**src/rtl/stage_2_pkg.sv**
```systemverilog
// stage_2_pkg: shared definitions for the AV1 entropy-encoder Stage 2.
//   - request mode encodings
//   - FSM state type
//   - range constants for INIT and the Boolean v offset
//   - helper giving how many Boolean lanes a beat consumes
package stage_2_pkg;

    localparam logic [1:0] MODE_CDF  = 2'b00;
    localparam logic [1:0] MODE_BOOL = 2'b01;
    localparam logic [1:0] MODE_INIT = 2'b10;

    localparam logic [15:0] INIT_RANGE    = 16'h8000;
    localparam int          BOOL_V_OFFSET = 4;

    typedef enum logic {
        ST_IDLE = 1'b0,
        ST_RUN  = 1'b1
    } state_e;

    // Number of Boolean steps issued in one beat: min(remaining, lanes).
    function automatic int lanes_this_beat(input int remaining, input int lanes);
        return (remaining < lanes) ? remaining : lanes;
    endfunction

endpackage

```
**src/rtl/lzc_miao_16.sv**
```systemverilog
// lzc_miao_16: 16-bit leading-zero counter used to renormalise the CDF range.
//   data_in  : value to inspect
//   lz_count : number of leading zeros (16 when data_in is zero)
module lzc_miao_16 (
    input  logic [15:0] data_in,
    output logic [4:0]  lz_count
);

    // Scan from LSB to MSB so the highest set bit writes last and wins.
    always_comb begin
        lz_count = 5'd16;
        for (int i = 0; i < 16; i++) begin
            if (data_in[i]) lz_count = 5'(15 - i);
        end
    end

endmodule

```
**src/rtl/s2n_bool_lane.sv**
```systemverilog
// s2n_bool_lane: one combinational 50 %-probability Boolean coding step.
//   r_in   : incoming normalised range
//   bit_in : Boolean symbol
//   p      : r_in - v (the "low" pre-calculation for this step)
//   d      : normalisation shift (0..2)
//   r_out  : renormalised range raw << d
module s2n_bool_lane
    import stage_2_pkg::*;
#(
    parameter int RANGE_WIDTH = 16,
    parameter int D_SIZE      = 5
) (
    input  logic [RANGE_WIDTH-1:0] r_in,
    input  logic                   bit_in,
    output logic [RANGE_WIDTH-1:0] p,
    output logic [D_SIZE-1:0]      d,
    output logic [RANGE_WIDTH-1:0] r_out
);

    logic [RANGE_WIDTH-1:0] v;
    logic [RANGE_WIDTH-1:0] raw;

    always_comb begin
        v   = ((r_in >> 8) << 7) + RANGE_WIDTH'(BOOL_V_OFFSET);
        p   = r_in - v;
        raw = bit_in ? v : p;
        // Either branch is at least a quarter of a normalised range,
        // so at most two shifts restore the MSB.
        if (raw[RANGE_WIDTH-1])      d = D_SIZE'(0);
        else if (raw[RANGE_WIDTH-2]) d = D_SIZE'(1);
        else                         d = D_SIZE'(2);
        r_out = raw << d;
    end

endmodule

```
**src/rtl/stage_2_nbool.sv**
```systemverilog
// stage_2_nbool: registered Stage 2 of the AV1 entropy encoder.
// Each accepted request finishes one CDF symbol, runs a burst of up to
// MAX_BOOL Booleans (LANES per beat), or re-initialises the range.
//   clk, reset                 : clock, synchronous active-high reset
//   in_valid/in_ready          : request handshake from Stage 1
//   in_mode, in_comp_mux_1     : request type and CDF branch select
//   in_count, in_bits          : Boolean burst length and symbols (bit 0 first)
//   UU, VV, lut_u, lut_v, lut_uv : CDF operands
//   out_valid/out_ready        : beat handshake to Stage 3
//   out_mode, out_comp_mux_1, out_last, out_count, out_bits : beat tags
//   u, out_d, pre_calc_low, initial_range, out_range        : beat data
//   dbg_state                  : current FSM state
// Handshake: a transfer happens on a rising edge where valid && ready; a
// source holds valid and its payload stable until that edge.
module stage_2_nbool
    import stage_2_pkg::*;
#(
    parameter int RANGE_WIDTH = 16,
    parameter int D_SIZE      = 5,
    parameter int MAX_BOOL    = 8,
    parameter int LANES       = 3,
    parameter int CW          = $clog2(MAX_BOOL + 1)
) (
    input  logic                         clk,
    input  logic                         reset,
    input  logic                         in_valid,
    output logic                         in_ready,
    input  logic [1:0]                   in_mode,
    input  logic                         in_comp_mux_1,
    input  logic [CW-1:0]                in_count,
    input  logic [MAX_BOOL-1:0]          in_bits,
    input  logic [RANGE_WIDTH-1:0]       UU,
    input  logic [RANGE_WIDTH-1:0]       VV,
    input  logic [RANGE_WIDTH-1:0]       lut_u,
    input  logic [RANGE_WIDTH-1:0]       lut_v,
    input  logic [RANGE_WIDTH-1:0]       lut_uv,
    output logic                         out_valid,
    input  logic                         out_ready,
    output logic [1:0]                   out_mode,
    output logic                         out_comp_mux_1,
    output logic                         out_last,
    output logic [CW-1:0]                out_count,
    output logic [LANES-1:0]             out_bits,
    output logic [RANGE_WIDTH:0]         u,
    output logic [LANES*D_SIZE-1:0]      out_d,
    output logic [LANES*RANGE_WIDTH-1:0] pre_calc_low,
    output logic [LANES*RANGE_WIDTH-1:0] initial_range,
    output logic [RANGE_WIDTH-1:0]       out_range,
    output state_e                       dbg_state
);

    // ---------------- state ----------------
    state_e                       state_q, state_d;
    logic [RANGE_WIDTH-1:0]       range_q, range_d;
    logic [CW-1:0]                rem_q, rem_d;
    logic [MAX_BOOL-1:0]          bits_q, bits_d;
    logic                         comp_q, comp_d;
    logic                         out_valid_q, out_valid_d;
    logic [1:0]                   out_mode_q, out_mode_d;
    logic                         out_comp_q, out_comp_d;
    logic                         out_last_q, out_last_d;
    logic [CW-1:0]                out_count_q, out_count_d;
    logic [LANES-1:0]             out_bits_q, out_bits_d;
    logic [RANGE_WIDTH:0]         u_q, u_d;
    logic [LANES*D_SIZE-1:0]      out_d_q, out_d_d;
    logic [LANES*RANGE_WIDTH-1:0] pcl_q, pcl_d;
    logic [LANES*RANGE_WIDTH-1:0] init_r_q, init_r_d;
    logic [RANGE_WIDTH-1:0]       out_range_q, out_range_d;

    // ---------------- control signals ----------------
    logic                adv, load;
    logic [1:0]          eff_mode;
    logic [MAX_BOOL-1:0] src_bits;
    int                  src_n, take;

    always_comb begin
        adv      = !out_valid_q || out_ready;
        in_ready = (state_q == ST_IDLE) && adv;
        load     = adv && ((state_q == ST_RUN) || in_valid);
        if (state_q == ST_RUN) begin
            eff_mode = MODE_BOOL;
            src_bits = bits_q;
            src_n    = int'(rem_q);
        end else begin
            // Reserved mode 11 behaves as INIT.
            eff_mode = (in_mode == MODE_CDF || in_mode == MODE_BOOL) ? in_mode : MODE_INIT;
            src_bits = in_bits;
            src_n    = (int'(in_count) > MAX_BOOL) ? MAX_BOOL : int'(in_count);
        end
        take = lanes_this_beat(src_n, LANES);
    end

    // ---------------- Boolean lane chain ----------------
    logic [RANGE_WIDTH-1:0] chain_r [LANES+1];
    logic [RANGE_WIDTH-1:0] lane_p  [LANES];
    logic [RANGE_WIDTH-1:0] lane_r  [LANES];
    logic [D_SIZE-1:0]      lane_d  [LANES];
    logic [LANES-1:0]       lane_en;

    assign chain_r[0] = range_q;

    for (genvar g = 0; g < LANES; g++) begin : g_lane
        s2n_bool_lane #(
            .RANGE_WIDTH(RANGE_WIDTH),
            .D_SIZE     (D_SIZE)
        ) u_lane (
            .r_in  (chain_r[g]),
            .bit_in(src_bits[g]),
            .p     (lane_p[g]),
            .d     (lane_d[g]),
            .r_out (lane_r[g])
        );
        assign lane_en[g]     = (g < take);
        // Idle lanes pass the range through untouched.
        assign chain_r[g + 1] = lane_en[g] ? lane_r[g] : chain_r[g];
    end

    // ---------------- CDF datapath ----------------
    logic [RANGE_WIDTH-9:0] rr;
    logic [RANGE_WIDTH+1:0] prod_t, prod_v;
    logic [RANGE_WIDTH:0]   cdf_t, cdf_v, cdf_u;
    logic [RANGE_WIDTH-1:0] cdf_raw, cdf_r;
    logic [4:0]             cdf_lz;
    logic                   unused_hi;

    assign unused_hi = ^{UU[RANGE_WIDTH-1:10], VV[RANGE_WIDTH-1:10]};

    always_comb begin
        rr      = range_q[RANGE_WIDTH-1:8];
        prod_t  = (RANGE_WIDTH+2)'(rr) * (RANGE_WIDTH+2)'(UU[9:0]);
        prod_v  = (RANGE_WIDTH+2)'(rr) * (RANGE_WIDTH+2)'(VV[9:0]);
        cdf_t   = (RANGE_WIDTH+1)'(prod_t >> 1);
        cdf_v   = (RANGE_WIDTH+1)'(prod_v >> 1);
        cdf_u   = cdf_t + {1'b0, lut_u};
        cdf_raw = in_comp_mux_1 ? RANGE_WIDTH'(cdf_t - cdf_v + {1'b0, lut_uv})
                                : RANGE_WIDTH'({1'b0, range_q} - {1'b0, lut_v} - cdf_v);
        cdf_r   = cdf_raw << cdf_lz;
    end

    lzc_miao_16 u_lzc (
        .data_in (cdf_raw),
        .lz_count(cdf_lz)
    );

    // ---------------- next state / outputs ----------------
    always_comb begin
        state_d     = state_q;
        range_d     = range_q;
        rem_d       = rem_q;
        bits_d      = bits_q;
        comp_d      = comp_q;
        out_valid_d = out_valid_q;
        out_mode_d  = out_mode_q;
        out_comp_d  = out_comp_q;
        out_last_d  = out_last_q;
        out_count_d = out_count_q;
        out_bits_d  = out_bits_q;
        u_d         = u_q;
        out_d_d     = out_d_q;
        pcl_d       = pcl_q;
        init_r_d    = init_r_q;
        out_range_d = out_range_q;

        if (adv) out_valid_d = load;

        if (load) begin
            out_mode_d  = eff_mode;
            out_comp_d  = (state_q == ST_RUN) ? comp_q : in_comp_mux_1;
            out_count_d = '0;
            out_bits_d  = '0;
            u_d         = '0;
            out_d_d     = '0;
            pcl_d       = '0;
            init_r_d    = '0;
            out_last_d  = 1'b1;
            state_d     = ST_IDLE;
            case (eff_mode)
                MODE_CDF: begin
                    u_d                        = cdf_u;
                    out_d_d[D_SIZE-1:0]        = D_SIZE'(cdf_lz);
                    pcl_d[RANGE_WIDTH-1:0]     = range_q - RANGE_WIDTH'(cdf_v);
                    init_r_d[RANGE_WIDTH-1:0]  = range_q;
                    out_range_d                = cdf_r;
                    range_d                    = cdf_r;
                end
                MODE_BOOL: begin
                    for (int i = 0; i < LANES; i++) begin
                        if (lane_en[i]) begin
                            out_bits_d[i]                          = src_bits[i];
                            out_d_d[i*D_SIZE +: D_SIZE]            = lane_d[i];
                            pcl_d[i*RANGE_WIDTH +: RANGE_WIDTH]    = lane_p[i];
                            init_r_d[i*RANGE_WIDTH +: RANGE_WIDTH] = chain_r[i];
                        end
                    end
                    out_count_d = CW'(take);
                    out_range_d = chain_r[LANES];
                    range_d     = chain_r[LANES];
                    rem_d       = CW'(src_n - take);
                    bits_d      = src_bits >> take;
                    out_last_d  = (src_n == take);
                    if (state_q == ST_IDLE) comp_d = in_comp_mux_1;
                    if (src_n != take) state_d = ST_RUN;
                end
                default: begin
                    out_range_d = INIT_RANGE;
                    range_d     = INIT_RANGE;
                end
            endcase
        end
    end

    always_ff @(posedge clk) begin
        if (reset) begin
            state_q     <= ST_IDLE;
            range_q     <= INIT_RANGE;
            rem_q       <= '0;
            bits_q      <= '0;
            comp_q      <= 1'b0;
            out_valid_q <= 1'b0;
            out_mode_q  <= '0;
            out_comp_q  <= 1'b0;
            out_last_q  <= 1'b0;
            out_count_q <= '0;
            out_bits_q  <= '0;
            u_q         <= '0;
            out_d_q     <= '0;
            pcl_q       <= '0;
            init_r_q    <= '0;
            out_range_q <= '0;
        end else begin
            state_q     <= state_d;
            range_q     <= range_d;
            rem_q       <= rem_d;
            bits_q      <= bits_d;
            comp_q      <= comp_d;
            out_valid_q <= out_valid_d;
            out_mode_q  <= out_mode_d;
            out_comp_q  <= out_comp_d;
            out_last_q  <= out_last_d;
            out_count_q <= out_count_d;
            out_bits_q  <= out_bits_d;
            u_q         <= u_d;
            out_d_q     <= out_d_d;
            pcl_q       <= pcl_d;
            init_r_q    <= init_r_d;
            out_range_q <= out_range_d;
        end
    end

    assign out_valid      = out_valid_q;
    assign out_mode       = out_mode_q;
    assign out_comp_mux_1 = out_comp_q;
    assign out_last       = out_last_q;
    assign out_count      = out_count_q;
    assign out_bits       = out_bits_q;
    assign u              = u_q;
    assign out_d          = out_d_q;
    assign pre_calc_low   = pcl_q;
    assign initial_range  = init_r_q;
    assign out_range      = out_range_q;
    assign dbg_state      = state_q;

endmodule

```
**config.mk**
```make
export PLATFORM = sky130hd
export DESIGN_NAME = stage_2_nbool
export DESIGN_NICKNAME = d
export VERILOG_FILES = /design/src/rtl/stage_2_pkg.sv /design/src/rtl/lzc_miao_16.sv /design/src/rtl/s2n_bool_lane.sv /design/src/rtl/stage_2_nbool.sv
export SDC_FILE = /design/constraint.sdc
export NUM_CORES = 1
export LEC_CHECK = 0
export ABC_AREA = 1
export BUFFER_PORTS_ARGS = -buffer_cell sky130_fd_sc_hd__buf_4
export CORE_AREA = 2 2 201 203
export DETAILED_ROUTE_END_ITERATION = 10
export DIE_AREA = 0 0 203 205
export GPL_TIMING_DRIVEN = 1
export PLACE_DENSITY = 0.7
export SYNTH_ARGS = -nofsm -noshare
export SYNTH_HDL_FRONTEND = slang
export SYNTH_SLANG_ARGS = --single-unit
```
**constraint.sdc**
```tcl
create_clock -name clk -period 22.3 [get_ports clk]
set_input_delay 0 -clock clk [delete_from_list [all_inputs] [get_ports clk]]
set_output_delay 0 -clock clk [all_outputs]
set_load 0.05 [all_outputs]
```
[After elaboration in Yosys (flattened, before gate mapping)]
Cells that the tools add are included.
Word-level totals
  register bits: 186
  output and inout bits: 158
  input bits: 99
  logic and storage cells: 116
Operators by class
  mux-type cells: 61
  shifts and indexed selects: 5
  $lt $le $gt $ge: 5
  add/subtract/negate cells: 13
  multipliers: 2
  bitwise operators: 1
  reductions and logical operators: 9
  eq/ne operators: 4
Operators by type and width (count)
  16-bit two-way mux: 13
  16-bit subtractor: 7
  16-bit case mux with 2 select lines: 3
  5-bit two-way mux: 19
  32-bit two-way mux: 2
  16-bit by 5-bit left shift with 16-bit output: 4
  15-bit by 3-bit adder with 16-bit output (second input constant): 3
  32-bit by 3-bit less-than comparator with 1-bit output (second input constant): 1
  8-bit by 10-bit multiplier with 18-bit output: 1
  17-bit by 16-bit adder with 17-bit output: 1
  8-bit by 10-bit multiplier with 17-bit output: 1
  17-bit two-way mux: 1
  16-bit adder: 1
  2-bit two-way mux: 8
  4-bit two-way mux: 4
  10-bit two-way mux: 1
  5-bit case mux with 2 select lines: 1
  1-bit by 4-bit less-than comparator with 1-bit output (first input constant): 2
  8-bit two-way mux: 1
  8-bit by 4-bit right shift with 8-bit output: 1
  1-bit two-way mux: 7
  2-bit by 1-bit equality test with 1-bit output (second input constant): 2
  4-bit equality test: 1
  4-bit greater-than comparator (second input constant): 1
  other kinds (10): 14

[Logic depth before layout (Yosys ltp)]
Gate-level depths: netlist of run 1.
  depth after elaboration: 22
  gate-level depth with buffers: 55

[Hierarchy]
From an unflattened synthesis of run 1, not the netlist that was laid out.
Second synthesis, totals
  cell total of the unflattened synthesis: 3364
  area total of the unflattened synthesis: 21312.9 um^2
Modules (own cells, without submodules)
  stage_2_nbool: cells each 2555, seq. area each 3423.3 um^2, times used 1, area an instance 17314.1 um^2
  s2n_bool_lane at g_lane[1].u_lane ...: cells each 243, seq. area each 0.0 um^2, times used 2, area an instance 1201.2 um^2
  s2n_bool_lane at g_lane[0].u_lane: cells each 276, seq. area each 0.0 um^2, times used 1, area an instance 1395.1 um^2
  lzc_miao_16: cells each 47, seq. area each 0.0 um^2, times used 1, area an instance 201.4 um^2

[Least setup slack after synthesis of run 1]
OpenSTA, ideal clock, no wires.
  kind: register to register
  start: reg range_q[12]
  end: reg range_q[0]
  slack: 14821 ps
  data arrival time: 7384 ps
  required time: 22205 ps
  stages on the path, launching flop included: 38
  period minus slack after synthesis: 7479 ps
  cell sequence: dfxtp_1 clkbuf_1 nand2_1 fa_1 fa_1 fa_1 fa_1 inv_1 ha_1 inv_1 o21bai_1 a21oi_1 o21ai_0 a21oi_1 o21ai_0 a21o_1 a21oi_1 inv_1 (+2 left out) xor2_1 inv_1 fa_1 inv_1 ha_1 a21oi_1 xor2_1 xnor2_1 nand2_1 nand2_1 inv_1 nand2_1 clkbuf_1 nand3_1 or2_2 nor2_1 nor2_1 a221oi_1
Between the ends
  longest elaborated chain between the ends: 22
  elaborated cells on any way between the ends: 43
  classes of those cells: 10 x add/sub; 2 x mul; 4 x shift; 27 x mux
Ends and longest elaborated chain
  start, declared: line stage_2_nbool.sv:54  | logic [RANGE_WIDTH-1:0] range_q, range_d;
  start signal, assigned: line stage_2_nbool.sv:232  | range_q <= range_d;
  15-bit by 3-bit adder with 16-bit output: line s2n_bool_lane.sv:24  | v = ((r_in >> 8) << 7) + RANGE_WIDTH'(BOOL_V_OFFSET);
  16-bit subtractor: line s2n_bool_lane.sv:25  | p = r_in - v;
  16-bit two-way mux: line s2n_bool_lane.sv:26  | raw = bit_in ? v : p;
  2-bit two-way mux: line s2n_bool_lane.sv:30  | else if (raw[RANGE_WIDTH-2]) d = D_SIZE'(1);
  2-bit two-way mux: line s2n_bool_lane.sv:29  | if (raw[RANGE_WIDTH-1]) d = D_SIZE'(0);
  16-bit by 5-bit left shift with 16-bit output: line s2n_bool_lane.sv:32  | r_out = raw << d;
  16-bit two-way mux: line stage_2_nbool.sv:115  | assign chain_r[g + 1] = lane_en[g] ? lane_r[g] : chain_r[g];
  15-bit by 3-bit adder with 16-bit output: line s2n_bool_lane.sv:24
  (+6 left out)
  15-bit by 3-bit adder with 16-bit output: line s2n_bool_lane.sv:24
  16-bit subtractor: line s2n_bool_lane.sv:25
  16-bit two-way mux: line s2n_bool_lane.sv:26
  2-bit two-way mux: line s2n_bool_lane.sv:30
  2-bit two-way mux: line s2n_bool_lane.sv:29
  16-bit by 5-bit left shift with 16-bit output: line s2n_bool_lane.sv:32
  16-bit two-way mux: line stage_2_nbool.sv:115
  16-bit case mux with 2 select lines (*): line stage_2_nbool.sv:177  | case (eff_mode)
Every way passes the cells marked *; elsewhere a longest branch is shown, timed or not.
A chain may end at the register's enable or synchronous reset.

[Worst setup path in the final report of run 1]
  start: reg range_q[14]
  end: reg out_range_q[15] (netlist: out_range[15])
Between the ends
  longest elaborated chain between the ends: 22
  elaborated cells on any way between the ends: 41
  classes of those cells: 10 x add/sub; 2 x mul; 4 x shift; 25 x mux
Ends and longest elaborated chain
  15-bit by 3-bit adder with 16-bit output: line s2n_bool_lane.sv:24
  16-bit subtractor: line s2n_bool_lane.sv:25
  16-bit two-way mux: line s2n_bool_lane.sv:26
  2-bit two-way mux: line s2n_bool_lane.sv:30
  2-bit two-way mux: line s2n_bool_lane.sv:29
  16-bit by 5-bit left shift with 16-bit output: line s2n_bool_lane.sv:32
  16-bit two-way mux: line stage_2_nbool.sv:115
  15-bit by 3-bit adder with 16-bit output: line s2n_bool_lane.sv:24
  (+6 left out)
  15-bit by 3-bit adder with 16-bit output: line s2n_bool_lane.sv:24
  16-bit subtractor: line s2n_bool_lane.sv:25
  16-bit two-way mux: line s2n_bool_lane.sv:26
  2-bit two-way mux: line s2n_bool_lane.sv:30
  2-bit two-way mux: line s2n_bool_lane.sv:29
  16-bit by 5-bit left shift with 16-bit output: line s2n_bool_lane.sv:32
  16-bit two-way mux: line stage_2_nbool.sv:115
  16-bit case mux with 2 select lines (*): line stage_2_nbool.sv:177
  end signal, assigned: line stage_2_nbool.sv:246  | out_range_q <= out_range_d;
  end, declared: line stage_2_nbool.sv:68  | logic [RANGE_WIDTH-1:0] out_range_q, out_range_d;
Marks and branches as above.

==> results of run 1 <==
[critical path: cells and delay by family (launching register included)]
family                     cells  cell delay, ps
AOI/OAI and AO/OA              9            1430
xor gates and xnor gates       3             730
adders and majority gates      7            3270
buffers and inverters          6            1020
DFF                            1             660
and+or+nand+nor               13            2160
[what timing repair did]
action | CTS | global route
hold buffers | 9 | 0
hold endpoints to repair | 9 | 0
endpoints found under the setup margin | 0 | 0
[synthesized netlist by cell type (all sizes together) (48+ instances only)]
master	instances
inv	527
nor2	211
clkbuf	98
buf	48
a21oi	224
dfxtp	161
nand2	821
ha	166
xor2	52
nand3	151
fa	127
o21ai	184
[final timing paths]
kind                startpoint            end  slack [ps]
setup / recovery   range_q[14]  out_range[15]       12870
hold / removal        lut_u[8]           u[8]          20
setup reg to reg   range_q[14]  out_range[15]       12870
hold reg to reg   out_count[3]   out_count[3]         450
[layout make-up]
class | instances | area, um2 | area share, %
Clock buffer | 20 | 447 | 2.03
Timing Repair Buffer | 267 | 2040 | 9.27
Tap cell | 525 | 657 | 2.98
Inverter | 530 | 1990 | 9.06
Clock inverter | 11 | 179 | 0.813
Multi-Input combinational cell | 2140 | 13500 | 61.2
Sequential cell | 161 | 3220 | 14.6
[cell usage in the layout, fill, tap and decap left out, drive strengths merged, types with 52 or more instances in the layout]
cell | synthesis | layout
a21oi | 224 | 224
buf | 48 | 258
dfxtp | 161 | 161
fa | 127 | 127
ha | 166 | 166
inv | 527 | 530
nand2 | 821 | 821
nand3 | 151 | 151
nor2 | 211 | 211
o21ai | 184 | 184
xor2 | 52 | 52
[routing by layer]
metal  share of wire (%)  wire, um
met5                0.12        80
met4                 2.8      1820
met3                 6.1      3960
met2                  46     30100
met1                  44     28800
[per-stage QoR]
| step | util (%) | setup WS, ps | instance area (um2) |
|---|---|---|---|
| 2_1_floorplan | - | 14820 | 19400 |
| 3_3_place_gp | 54.1 | 12850 | 21300 |
| 3_5_place_dp | 54.1 | 12900 | 21300 |
| 4_1_cts | 55.9 | 12880 | 22000 |
| 5_1_grt | 55.9 | 12080 | 22000 |
| 6_report | 55.9 | 12870 | 22000 |
[cell families (layout without fill, tap and decap cells)]
kind of cell | Yosys count | in the layout | synth area share, %
flops | 161 | 161 | 16.6
simple gates | 1264 | 1264 | 27.6
buf+inv | 677 | 828 | 14.2
mux | 1 | 1 | 0.0516
compound gates | 508 | 508 | 14.7
xor+xnor | 68 | 68 | 3.07
other cells | 1 | 6 | 0.0193
fa+ha+maj | 293 | 293 | 23.8
[sequential cells by signal, summed over array words and instances (netlist names)]
name	count
rem_q	4
range_q	16
bits_q	8
out_d	9
comp_q	1
out_valid	1
out_count	4
out_comp_mux_1	1
u	17
out_range	1
pre_calc_low	48
out_bits	3
out_last	1
dbg_state	1
out_mode	2
initial_range	44
==> reports/metrics.yaml, run 1 <==
yosysUniqueCellTypes: 62
required_ps: 22630
clk_latency_ps: 470
path_max_fanout: 17
rr_worst_depth: 38
post_cts_resize_count: 0
clk_pin_slew_ps: 70
min_period_over_period_pct: 42.3
row_count: 73
dr.pass1.iters: 7
diodes: 0
synth_top_area_cell: "dfxtp_1"
cts-root-buf: "clkbuf_16"
grt_max_degree: 133
htreeDepth: 4
area_growth_pct: 13.4
viasPerCell: 5.36
grt.met3_usage_pct: 4.74
final.setup_skew_ps: 18.6
avgSynthCellArea_um2: 6.53
critPathCaptureType: "flip-flop"
hold-worst-slack_ps: 18.2
cts_sinks: 161
use_met2_pct: 52.8
hold_class: "in -> reg"
stdcell_count: 3654
grt_pass1_wl_um: 102000
postSynth.asyncResetShare_pct: 0
holdPathStages: 4
setup-tns-final_ps: 0
drtIter0Drc: 1354
fin_crit_ps: 9430
detailed_place_hpwl_um: 51400
synth_edf_count: 0
critical_path_class: "reg -> reg"
synth-seq-cells: 161
wl_per_cell_um: 17.7
antenna_found_initial: 5
dpl.cell_count: 3614
synth_area_um2: 19400
hold_viol_final: 0
final_nets: 3509
top_usage_layer: "met2"
setup_violations: 0
grt_setup_unrepaired: "no"
maxSlewViolCount: 0
post_cts_buffers: 0
coreArea_um2: 39400
grt-ovfl-total: 0
grt_pass1_vias: 18900
met1_usage_pct: 41.1
vias: 19600
synth_top_area_share_pct: 16.6
dieArea_um2: 41600
final_antenna_net_count: 0
syn_inst: 2973
ys_seq_area_share_pct: 16.6
routabilityCongestion: 0.948
max_slew_margin_pct: 27.9
cpMostUsedCell: "nand2_1"
synthFlopType: "dfxtp_1"
cts_tree: "built"
drt-total-wl_um: 64700
tightestPinTransition_ps: 1080
cts_made_buffers: 17
numPortBuffers: 238
pin_count: 257
status: "complete, no violations"
drv_cap: 0
die_x_um: 203
start_util_pct: 49.3
yosys_warnings: 0
critPathMaxStageDelay_ps: 660
clockBufferDepth: 2
drive_above_1_share_pct: 12.5
fillCellCount: 3920
ys_top_cells_by_area: "dfxtp_1 (17%), nand2_1 (15%), fa_1 (13%)"
timing.fmax_ghz: 0.106
drc_errors: 0
fp.dieH_um: 205
critPathSlowestCell: "dfxtp_1"
grt_usage_pct: 31.5
start_kind: "flip-flop"
cp_data_arrival_time_ps: 9760
Power of run 1 is not shown: default switching activity piles up to over one toggle a cycle in this logic, so the estimate is an artifact.
==> inputs of run 2 (changes only) <==
--- a/config.mk
+++ b/config.mk
@@ -11,7 +11,7 @@
 export DETAILED_ROUTE_END_ITERATION = 10
 export DIE_AREA = 0 0 203 205
 export GPL_TIMING_DRIVEN = 1
-export PLACE_DENSITY = 0.7
+export PLACE_DENSITY = 0.73
 export SYNTH_ARGS = -nofsm -noshare
 export SYNTH_HDL_FRONTEND = slang
 export SYNTH_SLANG_ARGS = --single-unit
==> constraint.sdc (replaced) <==
create_clock -name clk -period 8.35 [get_ports clk]
set_input_delay 0 -clock clk [delete_from_list [all_inputs] [get_ports clk]]
set_output_delay 0 -clock clk [all_outputs]
set_load 0.05 [all_outputs]
==> reports/metrics.yaml, run 2 (synthesis gave the netlist of run 1 again) <==
clockBufferDepth: 2  # unchanged
grt_max_degree: 132  # -0.75%
start_kind: "flip-flop"
cts_made_buffers: 17  # unchanged
critPathCaptureType: "flip-flop"
regToRegSetupSlack_ps: 560  # -12310 ps
fin_crit_ps: 7790  # -1640 ps
utilization_pct: 59.3  # +3.4 points
final_antenna_net_count: 0  # unchanged
grt_pass1_wl_um: 105000  # +2.4%
antenna_found_initial: 0  # -5
dieArea_um2: 41600  # unchanged
row_count: 73  # unchanged
detailed_place_hpwl_um: 53900  # +4.9%
hold_class: "in -> reg"
final.setup_skew_ps: 18.6  # -0.0600 ps
drtIter0Drc: 1560  # +15%
viasPerCell: 5.33  # -0.60%
grt_usage_pct: 32.4  # +0.91 points
critPathLaunch: "range_q[15]"
drt-total-wl_um: 66700  # +3.1%
regArea_um2: 3240  # +0.54%
tightestPinTransition_ps: 1030  # -47.8 ps
maxSlewViolCount: 0  # unchanged
largest_reg_flops: 48  # unchanged
path_max_fanout: 11  # -6
clk_latency_ps: 470  # about the same
cts-root-buf: "clkbuf_16"
drc_errors: 0  # unchanged
status: "complete, no violations"
cpMostUsedCell: "nand2_1"
drv_cap: 0  # unchanged
pin_count: 257  # unchanged
die_x_um: 203  # unchanged
critPathMaxStageDelay_ps: 550  # -110 ps
grt-ovfl-total: 0  # unchanged
setup_violations: 0  # unchanged
cp_data_arrival_time_ps: 8180  # -1580 ps
critical_path_class: "reg -> reg"
drive_above_1_share_pct: 17.5  # +4.9 points
fillCellCount: 3800  # -3.1%
cts_sinks: 161  # unchanged
cts_tree: "built"
vias: 20400  # +3.9%
grt_pass1_vias: 19400  # +2.8%
final_cell_mix: "nand2_1 (800), inv_1 (509), buf_4 (412)"
start_util_pct: 49.3  # unchanged
coreArea_um2: 39400  # unchanged
final_common_cell: "nand2_1"
regToRegStartpoint: "range_q[15]"
area_growth_pct: 20.3
multiInputGateArea_um2: 13500  # +0.52%
max_slew_margin_pct: 31.3  # +3.5 points
rr_worst_depth: 38  # unchanged
min_period_over_period_pct: 93.3  # +51 points
final_nets: 3671  # +4.6%
timing.fmax_ghz: 0.128  # +21%
numPortBuffers: 238  # unchanged
dr.pass1.iters: 6  # -1
routabilityCongestion: 0.925  # -2.5%
clk_pin_slew_ps: 70  # about the same
endpoint: "range_q[13]"
fp.dieH_um: 205  # unchanged
wl_per_cell_um: 17.5  # -1.3%
critPathSlowestCell: "fa_1"
required_ps: 8730  # -13900 ps
hold_viol_final: 0  # unchanged
rr_endpoint: "range_q[13]"
htreeDepth: 4  # unchanged
## run 2: metrics by stage
stage	instances	area [um2]	TNS (ps)	hold slack (ps)	setup WS, ps
6_report	3818	23300	0	31.7	558
5_1_grt	3817	23300	-22.2	71.3	-14.8
4_1_cts	3811	23200	0	1.61	3.16
3_5_place_dp	3769	22500	0	361	34.1
3_3_place_gp	3769	22500	0	345	161
2_1_floorplan	2978	19400	0	192	871
## run 2: final cells by class
| class | count | share of cell area (%) |
|---|---|---|
| multi-input combinational | 2140 | 58.0 |
| timing repair buffer | 429 | 14.2 |
| sequential | 161 | 13.9 |
| inverter | 530 | 8.54 |
| tap | 525 | 2.81 |
| clock buffer | 22 | 1.95 |
| clock inverter | 10 | 0.638 |
| antenna | 1 | 0.0107 |
## run 2: metal layers
metal | routed length (um) | vias to the layer above | GRT usage (%)
li1 | - | 9921 | -
met1 | 28700 | 9552 | 42.3
met2 | 30300 | 765 | 53.2
met3 | 5470 | 121 | 6.08
met4 | 2260 | 0 | 12.1
met5 | 0 | - | 0
## run 2: timing repair
item,CTS,global route
endpoints found under the setup margin,0,19
resized for setup,0,31
hold buffers,10,0
endpoints found under the hold margin,36,0
buffers inserted,0,6
## run 2: critical path, delay by kind of cell (launching register included)
kind	cells	cell delay, ps
flops	1	450
simple gates	12	1090
buf+inv	6	800
xor+xnor	3	600
compound gates	10	1500
fa+ha+maj	7	3230
## run 2: worst min-delay path by stage
stage | start | slack (ps) | endpoint | cells past startpoint
after detailed placement | out_ready | 360 | out_valid | 4
after CTS | lut_u[2] | 2 | u[2] | 5
after floorplan | out_ready | 190 | out_valid | 3
after global routing | lut_u[2] | 70 | u[2] | 5
final | lut_u[2] | 30 | u[2] | 5
after global placement | out_ready | 350 | out_valid | 4
Power of run 2 is left out for the same reason.
